--- config.mk ---
export PLATFORM = sky130hd
export DESIGN_NAME = mac_accumulator
export DESIGN_NICKNAME = d
export VERILOG_FILES = /design/src/rtl/mac_pkg.sv /design/src/rtl/mac_wdog_counter.sv /design/src/rtl/mac_accumulator.sv
export SDC_FILE = /design/constraint.sdc
export NUM_CORES = 1
export LEC_CHECK = 0
export CORE_UTILIZATION = 30
export DETAILED_ROUTE_END_ITERATION = 6
export SLEW_MARGIN = 20
export SYNTH_ARGS = -nofsm -noshare
export SYNTH_HDL_FRONTEND = slang
export SYNTH_SLANG_ARGS = --single-unit
export TNS_END_PERCENT = 100
--- constraint.sdc ---
create_clock -name clk -period 2.2 [get_ports clk]
set_clock_uncertainty 0.05 [all_clocks]
set_input_delay 0.33 -clock clk [delete_from_list [all_inputs] [get_ports clk]]
set_output_delay 0.33 -clock clk [all_outputs]
set_load 0.01 [all_outputs]
--- src/rtl/mac_pkg.sv ---
// ----------------------------------------------------------------------------
// mac_pkg: shared widths and state encoding for the MAC datapath | rev 1.0
// ----------------------------------------------------------------------------
`default_nettype none

package mac_pkg;

  localparam int MAC_DATA_W = 4;
  localparam int MAC_PROD_W = 2 * MAC_DATA_W;
  localparam int MAC_ACC_W  = 16;
  localparam int MAC_TMO_W  = 6;

  typedef enum logic [2:0] {
    ST_IDLE  = 3'd0,
    ST_ISSUE = 3'd1,
    ST_WAIT  = 3'd2,
    ST_ACCUM = 3'd3,
    ST_OUT   = 3'd4
  } mac_state_t;

  // True while a term is outstanding at the multiplier and the watchdog runs.
  function automatic logic in_flight(input mac_state_t s);
    return (s == ST_ISSUE) || (s == ST_WAIT);
  endfunction

endpackage

`default_nettype wire

--- src/rtl/mac_wdog_counter.sv ---
// ----------------------------------------------------------------------------
// mac_wdog_counter: TMO_W up-counter with clear/enable and terminal count | rev 1.0
// ----------------------------------------------------------------------------
`default_nettype none

module mac_wdog_counter
  import mac_pkg::*;
#(
  parameter int TMO_W = MAC_TMO_W
) (
  input  logic clk,
  input  logic rst,
  input  logic clear,
  input  logic enable,
  output logic tc
);

  logic [TMO_W-1:0] count;

  always_ff @(posedge clk or posedge rst) begin
    if (rst) begin
      count <= '0;
    end else if (clear) begin
      count <= '0;
    end else if (enable) begin
      count <= count + 1'b1;
    end
  end

  // Fires on the 2**TMO_W-th enabled cycle since the last clear.
  assign tc = enable && (&count);

endmodule

`default_nettype wire

--- src/rtl/mac_accumulator.sv ---
// ----------------------------------------------------------------------------
// mac_accumulator: issues operand pairs to the multiplier and sums products | rev 1.0
// ----------------------------------------------------------------------------
`default_nettype none

module mac_accumulator
  import mac_pkg::*;
#(
  parameter int DATA_W = MAC_DATA_W,
  parameter int PROD_W = MAC_PROD_W,
  parameter int ACC_W  = MAC_ACC_W,
  parameter int TMO_W  = MAC_TMO_W
) (
  input  logic              clk,
  input  logic              rst,
  input  logic              in_valid,
  output logic              in_ready,
  input  logic [DATA_W-1:0] in_a,
  input  logic [DATA_W-1:0] in_b,
  input  logic              in_last,
  output logic              mul_start,
  output logic [DATA_W-1:0] mul_a,
  output logic [DATA_W-1:0] mul_b,
  input  logic              mul_done,
  input  logic [PROD_W-1:0] mul_prod,
  output logic              acc_valid,
  input  logic              acc_ready,
  output logic [ACC_W-1:0]  acc_out,
  output logic              overflow,
  output logic              err
);

  localparam int SUM_W = ACC_W + 1;

  mac_state_t       state;
  logic             last_q;
  logic             wd_enable;
  logic             wd_tc;
  logic             term_end;
  logic [SUM_W-1:0] sum;

  assign wd_enable = in_flight(state);
  assign term_end  = (state == ST_ACCUM) || wd_tc;
  assign sum       = {1'b0, acc_out} + SUM_W'(mul_prod);

  mac_wdog_counter #(
    .TMO_W (TMO_W)
  ) u_wdog (
    .clk    (clk),
    .rst    (rst),
    .clear  (!wd_enable),
    .enable (wd_enable),
    .tc     (wd_tc)
  );

  always_ff @(posedge clk or posedge rst) begin
    if (rst) begin
      state     <= ST_IDLE;
      in_ready  <= 1'b1;
      mul_start <= 1'b0;
      mul_a     <= '0;
      mul_b     <= '0;
      last_q    <= 1'b0;
      acc_valid <= 1'b0;
      acc_out   <= '0;
      overflow  <= 1'b0;
      err       <= 1'b0;
    end else begin
      case (state)
        ST_IDLE: begin
          if (in_valid) begin
            mul_a     <= in_a;
            mul_b     <= in_b;
            last_q    <= in_last;
            in_ready  <= 1'b0;
            mul_start <= 1'b1;
            state     <= ST_ISSUE;
          end
        end
        ST_ISSUE: begin
          if (!mul_done) begin
            mul_start <= 1'b0;
            state     <= ST_WAIT;
          end
        end
        ST_WAIT: begin
          if (mul_done) begin
            state <= ST_ACCUM;
          end
        end
        ST_ACCUM: begin
          acc_out <= sum[ACC_W-1:0];
          if (sum[ACC_W]) begin
            overflow <= 1'b1;
          end
        end
        ST_OUT: begin
          if (acc_ready) begin
            acc_valid <= 1'b0;
            acc_out   <= '0;
            overflow  <= 1'b0;
            err       <= 1'b0;
            in_ready  <= 1'b1;
            state     <= ST_IDLE;
          end
        end
        default: begin
          mul_start <= 1'b0;
          acc_valid <= 1'b0;
          in_ready  <= 1'b1;
          state     <= ST_IDLE;
        end
      endcase

      // A completed or watchdog-aborted term leaves through the same exit;
      // an aborted term contributes nothing to the sum.
      if (term_end) begin
        mul_start <= 1'b0;
        if (wd_tc) begin
          err <= 1'b1;
        end
        if (last_q) begin
          acc_valid <= 1'b1;
          state     <= ST_OUT;
        end else begin
          in_ready <= 1'b1;
          state    <= ST_IDLE;
        end
      end
    end
  end

endmodule

`default_nettype wire

==> impl_metrics.yaml <==
setup_path:
  start_kind: "primary input"
  critPathMaxFanout: 4
  critical_path_class: "in -> reg"
  reg2reg_depth: 7
  critical_path.startpoint: "mul_prod[0]"
  worstReg2RegEnd: "acc_out[13]"
  r2r-start: "acc_out[2]"
  rrSetupSlack_ns: 0.12
  critPathCapture: "acc_out[10]"
  worstSetupEndpointType: "register"
  cp_data_required_time_ns: 2.33
  worstPathArrival_ns: 2.28
run_status:
  status: "completed"
logic_synthesis:
  ys_ff_latch: 39
  synth_top_area_share_pct: 45.10
  syn-instance-count: 207
  syn_nets: 239
  seq_area_frac_synth_pct: 46.35
  yosys_warnings: 0
  synth_top_area_cell: "dfrtp_1"
  async_flop_share_pct: 100.0
  synth_flop_cell: "dfrtp_1"
  syn_area_mm2: 0.002108
  yosys-top-cells-area: "dfrtp_1, ha_1, mux2_2"
  synth.avg_cell_area_um2: 10.18
  yosys.cell_types.count: 45
  synth_edf_count: 0
power_and_ir_drop:
  internal_power_mw: 2.364
  total_power_mw: 3.700
  leakagePower_nw: 1.332
  clock_power_share_pct: 16.9
  share_seq_of_total_power_pct: 33.0
  switching_power_mw: 1.336
  irDropWorstVdd_uv: 730.9
  pwr-share-comb_pct: 50.1
  cellPowerDensity_mw_per_mm2: 1219
  p_sw_share_pct: 36.10
placed_design:
  gp_congestion: 0.8231
  dp_hpwl_um: 3459
  io_buffers: 50
  dp_slack_ns: -0.3024
floorplan:
  core_mm2: 0.006794
  io_pins: 51
  die_h_um: 85.83
  die_x_um: 85.83
  std_cell_rows: 30
  start_util_pct: 31.03
  dieArea_mm2: 0.007367
sta:
  drv_slew: 0
  relSlewSlack_pct: 66.61
  finalCriticalPeriod_ns: 2.143
  fmaxAchievable_mhz: 466.7
  setup_tns_ns: 0
  timing.final.hold_violations: 0
  whs_ns: 0.4001
  post-route-period-util_pct: 97.39
  setup_slack_ns: 0.05738
  worstMarginPinSlew_ns: 0.5009
  setup_viol: 0
min_path:
  min-delay-path-class: "in -> async"
drt:
  drt_wl_total_um: 4831
  ant_nets: 0
  vias: 1776
  wire_per_inst_um: 12.81
  firstDrtPassIters: 4
  vias_per_cell: 4.711
  drcViolationCount: 0
  drtIter0Drc: 67
clocking:
  clk_pin_slew_ns: 0.08
  htreeDepth: 2
  root_buffer: "clkbuf_8"
  clkSinkCount: 39
  cts_buffer_depth: 2
  clock_latency_ns: 0.29
  cts_inserted_buffers: 5
  cts_tree: "yes"
  ctsHoldBuffers: 0
cells_and_area:
  final_layout_size_suffix_gt1_share_pct: 18.86
  finish.utilization_pct: 44.66
  area_growth_syn_to_layout_pct: 43.92
  fillers: 645
  antennaDiodeCount: 0
  nets: 312
global_routing:
  grt_pass1_wl_um: 8059
  grt_max_degree: 40
  grt_pass1_vias: 1773
  antenna_found_initial: 0
  grtUsageTotal_pct: 13.85
  gr-total-overflow: 0
flow_run:
  max_cap_viol_count: 0
-- worst min path at each step --
stage / to / depth (start not counted) / slack [ns] / start
2_1_floorplan: in_ready / 1 / 0.38 / last_q
3_3_place_gp: u_wdog.count[0] / 1 / 0.41 / u_wdog.count[0]
3_5_place_dp: u_wdog.count[0] / 1 / 0.41 / u_wdog.count[0]
4_1_cts: u_wdog.count[0] / 1 / 0.42 / u_wdog.count[0]
5_1_grt: u_wdog.count[0] / 1 / 0.44 / u_wdog.count[0]
6_report: acc_out[0] / 3 / 0.40 / rst
-- per-layer routing --
layer  global-route usage (%)  vias up  part of all wire, %
met5                        0        -                    0
met4                    5.000        0                  1.2
met3                    2.887        7                  3.5
met2                    22.33       42                   48
met1                    18.44      844                   48
li1                         -      883                    -
-- synth_stat cells (2+ instances only) --
cell type,n
or4_1,3
buf_6,3
or3_1,2
mux2_2,9
a31oi_1,2
xor2_1,6
o211a_1,2
a22o_1,2
buf_4,2
ha_1,9
dfrtp_1,38
o21ai_0,11
nor3_1,2
and3_1,3
mux2i_1,2
a2111oi_2,2
o31ai_1,5
a211o_1,2
inv_1,7
nor2b_1,4
a21oi_1,17
a21o_1,3
nand2_1,23
nor2_1,15
xnor2_1,5
nand3_1,9
-- logic make-up (layout without fill, tap and decap cells) --
family	count (synthesis)	in the layout	synth area share [%]
AND/OR/NAND/NOR	68	68	15.79
AO/OA/AOI/OAI	53	53	16.80
flip-flops	39	39	46.35
buffers and inverters	14	88	3.976
adder cells (fa/ha/maj)	11	11	6.766
XOR/XNOR	11	11	4.570
multiplexers	11	11	5.757
-- flip-flops by register name (all words and copies together), names as in the netlist, 3 cells and up --
name and cells:
mul_b 4, u_wdog.count 6, mul_a 4, acc_out 16
state 3
-- layout make-up --
| type | instances | area [um^2] | area share, % |
|---|---|---|---|
| Multi-Input combinational cell | 154 | 1117 | 36.82 |
| Inverter | 7 | 26.28 | 0.8660 |
| Sequential cell | 39 | 977.2 | 32.21 |
| Tap cell | 96 | 120.1 | 3.959 |
| Timing Repair Buffer | 73 | 675.6 | 22.27 |
| Clock buffer | 6 | 82.58 | 2.722 |
| Clock inverter | 2 | 35.03 | 1.155 |
-- what timing repair did --
item / in CTS / in global routing
pin swaps: 0 / 3
endpoints found under the setup margin: 1 / 9
gates resized for setup: 1 / 10
buffers inserted: 0 / 1
-- critical path: stages --
cell and delay [ns]:
clkdlybuf4s50_1 0.46, ha_1 0.17, inv_1 0.06, fa_1 0.42, nor2b_4 0.17, o31ai_4 0.10, a2111oi_4 0.36, xnor2_1 0.15
nor2_1 0.05
-- metrics by stage --
stage / instance area (um^2) / instances
after floorplan: 2108 / 207
after global placement: 2836 / 368
after CTS: 2959 / 376
after detailed placement: 2836 / 368
final: 3034 / 377
after global routing: 3034 / 377
-- cells in the final DEF, fill, tap and decap left out, drive strengths merged, types with 2 or more instances in the layout --
cell type and count:
o21ai 12, a31oi 2, ha 9, clkbuf 6
nand2 23, mux2i 2, inv 7, a22o 2
clkdlybuf4s50 49, buf 23, a2111oi 2, nor3 2
nor2b 4, dfrtp 38, a211o 2, a21oi 18
or4 3, o211a 2, xnor2 5, mux2 9
and3 3, a21o 3, nand3 9, nor2 15
or3 2, o31ai 5, xor2 6
-- power groups by stage --
stage	registers, mW	clock network [mW]	logic (mW)
global route	1.26	0.677	2.04
detailed placement	1.23	0	1.76
global placement	1.22	0	1.74
finish	1.22	0.624	1.85
floorplan	1.24	0	0.964
CTS	1.21	0.642	1.78
Note: power is estimated with default switching activity, not from simulation.
